`src/rtl/imem_loader.sv`:
```
// imem_loader: boot loader that fills the LEGv8 instruction RAM from a byte
// stream and holds the CPU in reset until a complete, valid image is loaded.
// Latency: the 4th byte of a word is accepted at edge t, wr_en is high in cycle
// t+1, and the next byte can be accepted at edge t+2.
// Backpressure: rx_ready is low outside LEN/DATA/CHK. rx_valid low stalls any
// receive state indefinitely.
//
// Ports:
//   clk, reset        clock and asynchronous active-high reset
//   start             begin a session (sampled in IDLE/DONE/ERR only)
//   rx_valid/rx_data  host byte stream; rx_ready is the accept handshake
//   wr_en/wr_addr/wr_data  instruction RAM write port, one strobe per word
//   cpu_reset         holds the processor in reset (low only in DONE)
//   busy/done/err     session status
//
// Build option: define IMEM_LOADER_CHKSUM_EN to require a trailing checksum
// byte. This byte is the XOR of all data bytes and is checked after the last write.
module imem_loader #(
  parameter int N  = 32,
  parameter int AW = 6
) (
  input  logic          clk,
  input  logic          reset,
  input  logic          start,
  input  logic          rx_valid,
  input  logic [7:0]    rx_data,
  output logic          rx_ready,
  output logic          wr_en,
  output logic [AW-1:0] wr_addr,
  output logic [N-1:0]  wr_data,
  output logic          cpu_reset,
  output logic          busy,
  output logic          done,
  output logic          err
);

  typedef enum logic [2:0] {
    S_IDLE, S_LEN, S_DATA, S_WRITE, S_CHK, S_DONE, S_ERR
  } state_t;

  // Largest legal word count is the full memory depth.
  localparam logic [8:0]  MAX_C = 9'(1 << AW);
  localparam logic [AW:0] ONE_C = {{AW{1'b0}}, 1'b1};

  state_t        state_q, state_d;
  logic [AW:0]   cnt_q, cnt_d;     // word count C from the length byte
  logic [AW-1:0] idx_q, idx_d;     // index of the word being assembled
  logic [1:0]    bcnt_q, bcnt_d;   // byte lane within the current word
  logic [23:0]   asm_q, asm_d;     // lanes 0..2; lane 3 arrives with the write
`ifdef IMEM_LOADER_CHKSUM_EN
  logic [7:0]    chk_q, chk_d;
`endif

  logic          rx_ready_q, rx_ready_d;
  logic          wr_en_q, wr_en_d;
  logic [AW-1:0] wr_addr_q, wr_addr_d;
  logic [N-1:0]  wr_data_q, wr_data_d;
  logic          cpu_reset_q, cpu_reset_d;
  logic          busy_q, busy_d;
  logic          done_q, done_d;
  logic          err_q, err_d;

  logic xfer;
  logic last_word;

  // rx_ready is registered from the next state, so it always reflects the
  // current state and the handshake is a plain AND.
  assign xfer      = rx_valid & rx_ready_q;
  assign last_word = ({1'b0, idx_q} == (cnt_q - ONE_C));

  // State register
  always_ff @(posedge clk or posedge reset) begin
    if (reset) begin
      state_q <= S_IDLE;
    end else begin
      state_q <= state_d;
    end
  end

  // Next-state and datapath logic
  always_comb begin
    state_d   = state_q;
    cnt_d     = cnt_q;
    idx_d     = idx_q;
    bcnt_d    = bcnt_q;
    asm_d     = asm_q;
    wr_addr_d = wr_addr_q;
    wr_data_d = wr_data_q;
`ifdef IMEM_LOADER_CHKSUM_EN
    chk_d     = chk_q;
`endif
    case (state_q)
      S_IDLE, S_DONE, S_ERR: begin
        if (start) begin
          state_d = S_LEN;
          cnt_d   = '0;
          idx_d   = '0;
          bcnt_d  = '0;
          asm_d   = '0;
`ifdef IMEM_LOADER_CHKSUM_EN
          chk_d   = 8'h00;
`endif
        end
      end
      S_LEN: begin
        if (xfer) begin
          if ((rx_data == 8'h00) || ({1'b0, rx_data} > MAX_C)) begin
            state_d = S_ERR;
          end else begin
            cnt_d   = rx_data[AW:0];
            state_d = S_DATA;
          end
        end
      end
      S_DATA: begin
        if (xfer) begin
`ifdef IMEM_LOADER_CHKSUM_EN
          chk_d  = chk_q ^ rx_data;
`endif
          bcnt_d = bcnt_q + 2'd1;
          case (bcnt_q)
            2'd0: asm_d[7:0]   = rx_data;
            2'd1: asm_d[15:8]  = rx_data;
            2'd2: asm_d[23:16] = rx_data;
            default: begin
              // The 4th byte completes the word; launch the write directly.
              wr_data_d = {rx_data, asm_q};
              wr_addr_d = idx_q;
              state_d   = S_WRITE;
            end
          endcase
        end
      end
      S_WRITE: begin
        idx_d = idx_q + 1'b1;
        if (last_word) begin
`ifdef IMEM_LOADER_CHKSUM_EN
          state_d = S_CHK;
`else
          state_d = S_DONE;
`endif
        end else begin
          state_d = S_DATA;
        end
      end
      S_CHK: begin
`ifdef IMEM_LOADER_CHKSUM_EN
        if (xfer) begin
          state_d = (rx_data == chk_q) ? S_DONE : S_ERR;
        end
`else
        state_d = S_ERR;
`endif
      end
      default: state_d = S_IDLE;
    endcase
  end

  // Output decode from the next state, so every output is a flop.
  always_comb begin
    rx_ready_d  = 1'b0;
    wr_en_d     = 1'b0;
    cpu_reset_d = 1'b1;
    busy_d      = 1'b0;
    done_d      = 1'b0;
    err_d       = 1'b0;
    case (state_d)
      S_LEN, S_DATA, S_CHK: begin
        rx_ready_d = 1'b1;
        busy_d     = 1'b1;
      end
      S_WRITE: begin
        wr_en_d = 1'b1;
        busy_d  = 1'b1;
      end
      S_DONE: begin
        cpu_reset_d = 1'b0;
        done_d      = 1'b1;
      end
      S_ERR: err_d = 1'b1;
      default: ;
    endcase
  end

  // Datapath and output registers
  always_ff @(posedge clk or posedge reset) begin
    if (reset) begin
      cnt_q       <= '0;
      idx_q       <= '0;
      bcnt_q      <= '0;
      asm_q       <= '0;
`ifdef IMEM_LOADER_CHKSUM_EN
      chk_q       <= 8'h00;
`endif
      rx_ready_q  <= 1'b0;
      wr_en_q     <= 1'b0;
      wr_addr_q   <= '0;
      wr_data_q   <= '0;
      cpu_reset_q <= 1'b1;
      busy_q      <= 1'b0;
      done_q      <= 1'b0;
      err_q       <= 1'b0;
    end else begin
      cnt_q       <= cnt_d;
      idx_q       <= idx_d;
      bcnt_q      <= bcnt_d;
      asm_q       <= asm_d;
`ifdef IMEM_LOADER_CHKSUM_EN
      chk_q       <= chk_d;
`endif
      rx_ready_q  <= rx_ready_d;
      wr_en_q     <= wr_en_d;
      wr_addr_q   <= wr_addr_d;
      wr_data_q   <= wr_data_d;
      cpu_reset_q <= cpu_reset_d;
      busy_q      <= busy_d;
      done_q      <= done_d;
      err_q       <= err_d;
    end
  end

  assign rx_ready  = rx_ready_q;
  assign wr_en     = wr_en_q;
  assign wr_addr   = wr_addr_q;
  assign wr_data   = wr_data_q;
  assign cpu_reset = cpu_reset_q;
  assign busy      = busy_q;
  assign done      = done_q;
  assign err       = err_q;

endmodule

```
`config.mk`:
```
export PLATFORM = sky130hd
export DESIGN_NAME = imem_loader
export DESIGN_NICKNAME = d
export VERILOG_FILES = /design/src/rtl/imem_loader.sv
export SDC_FILE = /design/constraint.sdc
export NUM_CORES = 1
export LEC_CHECK = 0
export ABC_AREA = 1
export CORE_MARGIN = 5
export CORE_UTILIZATION = 49
export CTS_CLUSTER_SIZE = 8
export DETAILED_ROUTE_END_ITERATION = 8
export HOLD_SLACK_MARGIN = 0.1
export PLACE_DENSITY = 0.76
export SLEW_MARGIN = 30
export SYNTH_ARGS = -nofsm -noshare
export SYNTH_HDL_FRONTEND = slang
export SYNTH_SLANG_ARGS = --single-unit
```
`constraint.sdc`:
```
create_clock -name clk -period 2.7 [get_ports clk]
set_input_delay 0.54 -clock clk [delete_from_list [all_inputs] [get_ports clk]]
set_output_delay 0.54 -clock clk [all_outputs]
set_load 0.03 [all_outputs]
```
==> flow_summary.toml <==
[status]
outcome = "complete, no violations"

[hold_path]
hp-start = "wr_data[4]"
holdPathEnd = "wr_data[4]"
min_path_type = "register to register"
hold_depth = 2

[route]
wl_um = 8330
drc = 0
num_vias = 3063
dr.first_iter.drc_count = 119
ant_nets = 0
wl_per_cell_um = 13.4
maxUsedRoutingLayer = "met4"
wl_met2_um = 3810
viasPerCell = 4.91
wl_met1_um = 3880
drt_pass1_iterations = 5
route.met3.wl_um = 518

[place]
pre_cts_ws_ps = 571
dp_cells = 608
io_buffers = 55
finalWeightedCongestion = 0.941
dp_hpwl_um = 6050

[synthesis]
synthDistinctLibCells = 26
yosysMostFrequentCell = "nand2_1"
yosys_warnings = 0
synth.avg_cell_area_um2 = 8.45
synth.top_cell.area_share_pct = 54.7
syn_area_um2 = 3890
ys_ff_latch = 86
syn_inst = 460
synth_top_area_cell = "dfrtp_1"
ys_top_cells_by_area = "dfrtp_1, nand2_1, o21ai_0, inv_1, nor2_1"
yosysSeqAreaShare_pct = 55.4
synth_edf_count = 0
async_reset_ff_share_pct = 100
synthTopCellsByCount = "nand2_1, dfrtp_1, o21ai_0, inv_1, nor2_1"
syn-num-nets = 478
ys.flop_type = "dfrtp_1"

[global_route]
antenna_found_initial = 0
grt_pass1_wl_um = 13900
globalRouteOverflowTotal = 0
grt_start_max_net_pins = 78
grt_usage_pct = 17.7
grt_pass1_vias = 2892

[finish]
final_util_pct = 61.1
final_nets = 535
area_growth_pct = 21.6
instances_no_fill = 624
layout-drive-gt1-share_pct = 7.66
antenna_cells = 0

[timing]
grt_setup_unrepaired = "no"
finalHoldViolations = 0
worstMarginPinSlew_ps = 554
finalCriticalPeriod_ps = 2080
setup_ws_ps = 620
fmax_ghz = 0.481
skew_ps = 6.99
finalSetupTns_ps = 0
finalMaxSlewViolations = 0
setup_viol = 0
relSlewSlack_pct = 63.0
finalCritPeriodShare_pct = 77.0

[cts]
clockRootBuffer = "clkbuf_8"
htreeDepth = 3
cts_hold_buffers = 0
clock_sinks = 86
clockBufferDepth = 2
cts-buffers-inserted = 9
path_clk_slew_ps = 90
cts_post_setup_buffers_inserted = 0
cts_resized = 0
cts_tree = "built"
insertion_delay_ps = 360

[power_and_ir_drop]
peakVddDrop_mv = 0.526
pwr_density_cell_nw_per_um2 = 874
p_leak_nw = 2.26

[critical_path]
path_max_fanout = 1
start_kind = "register"
cp_top_family = "buffers and inverters"
crit_type = "register to output port"
rrSetupSlack_ps = 790
cp.arrival_ps = 1540
reg2reg_from = "cnt_q[0]"
crit_slowest_cell = "clkdlybuf4s50_1"
max_stage_delay_ps = 670
startpoint = "cpu_reset"
reg2reg_depth = 13
rr_endpoint = "rx_ready"
path_cells = "clkdlybuf4s50_1"
required_ps = 2160
worstSetupEndpointType = "output port"
cp_num_buf_inv = 1

[die]
ios = 56
die_area_um2 = 9810
die_w_um = 99.1
die_h_um = 99.1
rows = 32
core_um2 = 7730
initial_core_util_pct = 50.3

[flow_run]
drv_cap = 0
-- sequential cells by signal, summed over array words and instances, names as in the netlist, 2 cells and up --
signal,cells
wr_addr,6
cnt_q,7
bcnt_q,2
wr_data,32
state_q,3
asm_q,24
idx_q,6
-- worst max-delay path by stage --
stage | end | slack [ps] | cells past startpoint
3_3_place_gp | asm_q[11] | 630 | 8
6_report | cpu_reset | 620 | 1
5_1_grt | cpu_reset | 580 | 1
2_1_floorplan | rx_ready | 1070 | 13
4_1_cts | cpu_reset | 600 | 1
3_5_place_dp | cnt_q[2] | 570 | 9
-- final cells by class --
cell class              count  area [um^2]
well taps                 102          128
repair buffers             59          606
clock buffers               9          124
fillers                   671         3000
flip-flops and latches     86         2150
inverters                  72          274
multi-input cells         289         1360
clock inverters             7         81.3
-- layer usage --
| metal | track usage, % | vias to the layer above |
|---|---|---|
| met5 | 0 | - |
| met4 | 5.46 | 0 |
| met3 | 3.18 | 13 |
| met2 | 28.4 | 84 |
| met1 | 24.6 | 1417 |
| li1 | - | 1549 |
-- through the flow --
step / hold slack [ps] / total power, mW / area, um^2
final: 487 / 4.13 / 4720
after global routing: 516 / 4.44 / 4720
after detailed placement: 472 / 3.20 / 4520
after CTS: 494 / 4.15 / 4720
after global placement: 464 / 3.15 / 4520
after floorplan: 488 / 2.85 / 3890
-- report_power, final --
group / leakage [nW] / internal (mW) / total (mW) / switching (mW)
Sequential: 1.17 / 1.55 / 1.70 / 0.148
Combinational: 0.981 / 0.478 / 1.50 / 1.02
Clock: 0.106 / 0.442 / 0.936 / 0.494
Total: 2.26 / 2.47 / 4.13 / 1.66
-- logic make-up (layout without fill, tap and decap cells) --
kind of cell,Yosys count,after routing,share of synthesized area (%)
buffers and inverters,85,147,9.69
XOR/XNOR,3,3,0.676
flip-flops,86,86,55.4
AND/OR/NAND/NOR,195,195,20.6
AO/OA/AOI/OAI,85,85,11.7
adder cells (fa/ha/maj),6,6,1.93
-- layout by cell type (no fill, tap or decap), drive strengths merged --
cell and n:
a21oi 5, a31oi 1, and3 1, buf 4
bufinv 1, clkbuf 9, clkdlybuf4s50 55, clkinv 3
clkinvlp 1, dfrtp 85, dfstp 1, ha 6
inv 74, nand2 130, nand3 24, nand4 1
nor2 39, o21ai 76, o22ai 3, xor2 3
Note: power is estimated with default switching activity, not from simulation.
